--- src/rtl/active_max_pkg.sv ---
// Shared definitions for the active-maximum reduction sequencer:
// FSM state encoding, default value width and index-width derivation.
package active_max_pkg;

  // Default width of each signed candidate value.
  localparam int DEFAULT_NUMBER_SIZE = 4;

  // Sequencer states: waiting for a first beat, mid-packet, result presented.
  typedef enum logic [1:0] {
    IDLE  = 2'd0,
    ACCUM = 2'd1,
    HOLD  = 2'd2
  } state_e;

  // Index/count fields must hold values 0..num_entries inclusive.
  function automatic int idx_width(input int num_entries);
    return $clog2(num_entries + 1);
  endfunction

endpackage

--- src/rtl/active_max_cell.sv ---
// Combinational active-maximum cell. Chooses between a "first" and a
// "second" candidate: when first >= second the first survives only if it
// is active; when second is larger it survives only if it is active.
// Ties therefore keep the first (earlier) candidate.
module active_max_cell #(
  parameter int W = 4
) (
  input  logic signed [W-1:0] first_value,
  input  logic                first_active,
  input  logic signed [W-1:0] second_value,
  input  logic                second_active,
  output logic signed [W-1:0] max_value,
  output logic                any_active,
  output logic                sel_first
);

  logic ge;

  // Signed compare and selection between the two candidates.
  always_comb begin
    ge         = (first_value >= second_value);
    sel_first  = ge ? first_active : !second_active;
    max_value  = sel_first ? first_value : second_value;
    any_active = first_active | second_active;
  end

endmodule

--- src/rtl/active_max_reduction_sequencer.sv ---
// Sequential reduction controller: accepts one signed value per beat with
// an activation bit and reduces the packet to its maximum active value,
// time-sharing a single active_max_cell across the beats.
//
// Handshakes: a transfer happens on a rising edge where valid && ready are
// both high. in_valid/in_number/in_active/in_last must stay stable until
// accepted. result_valid and the result fields stay stable until the edge
// where result_ready is also high; the source never withdraws valid.
module active_max_reduction_sequencer
  import active_max_pkg::*;
#(
  parameter int NUMBER_SIZE = DEFAULT_NUMBER_SIZE,
  parameter int NUM_ENTRIES = 8,
  parameter int IDX_W       = idx_width(NUM_ENTRIES)
) (
  input  logic                          clk,
  input  logic                          reset,
  input  logic                          in_valid,
  output logic                          in_ready,
  input  logic signed [NUMBER_SIZE-1:0] in_number,
  input  logic                          in_active,
  input  logic                          in_last,
  output logic                          result_valid,
  input  logic                          result_ready,
  output logic signed [NUMBER_SIZE-1:0] result_max,
  output logic                          result_active,
  output logic [IDX_W-1:0]              result_index,
  output logic [IDX_W-1:0]              result_count,
  output state_e                        dbg_state
);

  // Count value seen while accepting the final allowed beat of a packet.
  localparam logic [IDX_W-1:0] LAST_COUNT = IDX_W'(NUM_ENTRIES - 1);

  state_e                   state_q, state_d;
  logic signed [NUMBER_SIZE-1:0] acc_value_q, acc_value_d;
  logic                     acc_active_q, acc_active_d;
  logic [IDX_W-1:0]         acc_index_q, acc_index_d;
  logic [IDX_W-1:0]         count_q, count_d;
  logic                     load_result;
  logic                     accept;
  logic                     beat_last;

  logic signed [NUMBER_SIZE-1:0] cell_max;
  logic                     cell_any;
  logic                     cell_sel;

  assign in_ready  = !reset && (state_q != HOLD);
  assign accept    = in_valid && in_ready;
  assign dbg_state = state_q;

  // The accumulator is always the "first" operand so ties keep the earlier beat.
  active_max_cell #(
    .W (NUMBER_SIZE)
  ) u_cell (
    .first_value   (acc_value_q),
    .first_active  (acc_active_q),
    .second_value  (in_number),
    .second_active (in_active),
    .max_value     (cell_max),
    .any_active    (cell_any),
    .sel_first     (cell_sel)
  );

  // Next-state and accumulator update logic.
  always_comb begin
    state_d      = state_q;
    acc_value_d  = acc_value_q;
    acc_active_d = acc_active_q;
    acc_index_d  = acc_index_q;
    count_d      = count_q;
    load_result  = 1'b0;
    beat_last    = 1'b0;
    unique case (state_q)
      IDLE: begin
        if (accept) begin
          // First beat loads directly; no comparison is needed.
          acc_value_d  = in_number;
          acc_active_d = in_active;
          acc_index_d  = '0;
          count_d      = IDX_W'(1);
          beat_last    = in_last;
          load_result  = in_last;
          state_d      = in_last ? HOLD : ACCUM;
        end
      end
      ACCUM: begin
        if (accept) begin
          acc_value_d  = cell_max;
          acc_active_d = cell_any;
          acc_index_d  = cell_sel ? acc_index_q : count_q;
          count_d      = count_q + IDX_W'(1);
          // Forced termination once the packet reaches NUM_ENTRIES beats.
          beat_last    = in_last || (count_q == LAST_COUNT);
          load_result  = beat_last;
          state_d      = beat_last ? HOLD : ACCUM;
        end
      end
      HOLD: begin
        if (result_ready) begin
          state_d = IDLE;
        end
      end
      default: begin
        state_d = IDLE;
      end
    endcase
  end

  // State register.
  always_ff @(posedge clk) begin
    if (reset) begin
      state_q <= IDLE;
    end else begin
      state_q <= state_d;
    end
  end

  // Accumulator and beat-count registers; reset discards any partial packet.
  always_ff @(posedge clk) begin
    if (reset) begin
      acc_value_q  <= '0;
      acc_active_q <= 1'b0;
      acc_index_q  <= '0;
      count_q      <= '0;
    end else begin
      acc_value_q  <= acc_value_d;
      acc_active_q <= acc_active_d;
      acc_index_q  <= acc_index_d;
      count_q      <= count_d;
    end
  end

  // Result registers: loaded only on entry to HOLD, cleared valid on handshake.
  always_ff @(posedge clk) begin
    if (reset) begin
      result_valid  <= 1'b0;
      result_max    <= '0;
      result_active <= 1'b0;
      result_index  <= '0;
      result_count  <= '0;
    end else if (load_result) begin
      result_valid  <= 1'b1;
      result_max    <= acc_value_d;
      result_active <= acc_active_d;
      result_index  <= acc_index_d;
      result_count  <= count_d;
    end else if ((state_q == HOLD) && result_ready) begin
      result_valid  <= 1'b0;
    end
  end

endmodule

--- config.mk ---
export PLATFORM = sky130hd
export DESIGN_NAME = active_max_reduction_sequencer
export DESIGN_NICKNAME = d
export VERILOG_FILES = /design/src/rtl/active_max_pkg.sv /design/src/rtl/active_max_cell.sv /design/src/rtl/active_max_reduction_sequencer.sv
export SDC_FILE = /design/constraint.sdc
export NUM_CORES = 1
export LEC_CHECK = 0
export ABC_AREA = 1
export ABC_CLOCK_PERIOD_IN_PS = 2029
export CORE_MARGIN = 4
export CORE_UTILIZATION = 33
export CTS_CLUSTER_DIAMETER = 60
export DETAILED_ROUTE_END_ITERATION = 10
export SYNTH_ARGS = -nofsm -noshare
export SYNTH_HDL_FRONTEND = slang
export SYNTH_SLANG_ARGS = --single-unit
--- constraint.sdc ---
create_clock -name clk -period 2.03 [get_ports clk]
set_input_delay 0.406 -clock clk [delete_from_list [all_inputs] [get_ports clk]]
set_output_delay 0.406 -clock clk [all_outputs]
set_load 0.05 [all_outputs]
==> metrics.txt <==
Post-Synth XOR/XNOR Area 0%; R2R Setup Slk 230 ps; reg2reg path depth 16; vias in the first global route 1439; All-Layer GR Usage 13.5%; Crit Path Max Fanout 4; HP Class reg -> reg; Die Ht 77.1 um; antenna violations before repair 0; syn nets 234; layout cells sized above 1 21.2%; CP bufs+invs 1; drt wl/cell 12.0 um; Area growth syn-to-layout 37.0%; via count 1494; Required @ worst endpoint 1620 ps; Avg Inst Size Synth 7.23 sq um; CP endpoint kind primary output; clock skew 4.23 ps; IO buf count 26; Pre-antenna DRT Iters 4; hold-fix buffers at CTS 0; cts bufs inserted 5; nets 275; Tcrit/Tclk final 93.8%; Die Wd 77.1 um; Vias/cell 4.79; Slew Viols, Final 0; Die Area 5940 sq um; I/O pins 27; synthesized-area fraction occupied by adder cells 4.77%; Initial Util 35.2%; # Post-CTS Setup Buffers 0; outcome finished clean; Worst Hold Depth 2; sink of the worst hold path result_count[0]; Yosys cell types 29; core footprint 4470 sq um; slowest library cell on the worst path clkdlybuf4s50_1; r2r startpoint acc_value_q[0]; Reg-to-Reg End result_index[3]; Synth Area in Simple Gates 28.4%; largest net degree at the start of global routing 26; Hold Vio Cnt, Final 0; Seq cells post-synth 29; FMAX 525 MHz; Hold Slack 481 ps; final std cells w/o fill 312; EDFF count, synth 0; Crit Path Class reg -> out; Worst-path clk slew 60 ps; number of fill cells 453; hold_sp result_count[0]; Core Rows 24; largest family of logic cells by synthesized area simple AND/OR/NAND/NOR gates; worst skew pair latency 280 ps; H-tree depth 2; worst slew pin tran 527 ps; Diodes inserted 0; most frequent cells in the layout inv_1, nand2_1, dfxtp_1; remaining global-route overflow 0; routability cong. 0.788; crit-path cells clkdlybuf4s50_1; DP Cell Count 303; DR DRC count 0; endpoints failing setup 0; Peak supply drop 389 uV; critical path launch point type flop; sequential share of the synthesized area 36.9%; CP top delay family buffers and inverters; Synth warnings 0; Worst path max stage delay 830 ps; relative slew slack 64.8%; detailed placement HPWL 2.67 mm; leakage 0.973 nW; Syn Std Cell Area 1580 sq um; Pwr Density 755 nW/um^2; Post-Syn Instances 218; Max-Cap Viols 0; final antenna-violating net count 0; Sinks on Clock Net 29; Synth Area in Compound Gates 16.4%; ys async rst share 0%; DR iter-0 viols 83; clock buffer depth 2; first-pass GRT wire length 6.48 mm; minimum clock period 1900 ps; critical path data arrival time 1500 ps; top_reg_cell synth dfxtp_1; CTS tree done; mux contribution to synthesized area 0%; clock root buffer master clkbuf_8; routed wire length 3.74 mm
==> state kept, by name (all words and copies together), names as in the netlist <==
name           flops
acc_index_q        4
acc_value_q        4
count_q            4
result_count       4
result_index       4
result_max         4
dbg_state          2
acc_active_q       1
result_active      1
result_valid       1
==> synthesized netlist by cell type, types with 2 or more instances <==
cell / number / area (sq um)
clkbuf_1: 2 / 7.51
nand3_4: 2 / 35.0
o211ai_1: 4 / 30.0
o21ai_1: 6 / 30.0
dfxtp_1: 29 / 581
nand3_1: 16 / 80.1
o211ai_2: 2 / 25.0
nor2_2: 4 / 25.0
o21ai_0: 12 / 60.1
inv_1: 36 / 135
nand4_1: 7 / 43.8
a21oi_1: 13 / 65.1
inv_2: 5 / 18.8
nand2_1: 35 / 131
nor2_1: 24 / 90.1
ha_1: 6 / 75.1
buf_6: 3 / 33.8
==> what timing repair did <==
item	in CTS	in global routing
setup endpoints to repair	9	16
cloned	0	1
pin swaps	0	9
gates resized for setup	2	16
==> per-stage QoR <==
stage / setup slack, ps / total power [W] / TNS, ps / area, sq um / utilization, %
floorplan: 1.58 / 0.000870 / 0 / 1580 / -
global placement: -352 / 0.000987 / -4160 / 1960 / 43.8
detailed placement: -355 / 0.000989 / -4540 / 1960 / 43.8
CTS: 28.9 / 0.00163 / 0 / 2090 / 46.6
global route: -22.6 / 0.00171 / -22.6 / 2160 / 48.2
finish: 126 / 0.00163 / 0 / 2160 / 48.2
==> where the power goes <==
| part | total (W) | internal [W] | leakage [nW] | switching [W] |
|---|---|---|---|---|
| sequential | 0.000621 | 0.000600 | 0.236 | 0.0000216 |
| clock | 0.000634 | 0.000399 | 0.0574 | 0.000235 |
| combinational | 0.000375 | 0.000142 | 0.679 | 0.000232 |
==> worst max-delay path by stage <==
stage	cells after the start	slack, ps	end	start
2_1_floorplan	4	2	in_ready	dbg_state[0]
3_5_place_dp	12	-350	result_index[1]	in_number[1]
6_report	1	130	dbg_state[0]	dbg_state[0]
3_3_place_gp	12	-350	result_index[1]	in_number[1]
4_1_cts	15	30	result_index[3]	in_number[1]
5_1_grt	16	-20	result_index[3]	acc_value_q[0]
==> cell families (layout without fill, tap and decap cells) <==
family,count (synthesis),count (layout)
adder cells (fa/ha/maj),6,6
AND/OR/NAND/NOR,92,93
flip-flops,29,29
buffers and inverters,49,90
AO/OA/AOI/OAI,42,42
==> layout make-up <==
cell class / count / area, sq um / area share [%]
well taps: 52 / 65.1 / 3.01
clock inverters: 2 / 37.5 / 1.74
multi-input cells: 141 / 846 / 39.2
clock buffers: 6 / 82.6 / 3.83
flip-flops and latches: 29 / 581 / 26.9
repair buffers: 40 / 387 / 17.9
inverters: 42 / 160 / 7.42
==> routing by layer <==
| layer | share of wire [%] | vias to the layer above | GRT usage, % |
|---|---|---|---|
| li1 | - | 793 | - |
| met1 | 50 | 656 | 17.4 |
| met2 | 43 | 38 | 21.2 |
| met3 | 5.2 | 7 | 3.51 |
| met4 | 1.8 | 0 | 6.23 |
| met5 | 0 | - | 0 |
No activity file was read; power rests on OpenSTA's default activity.
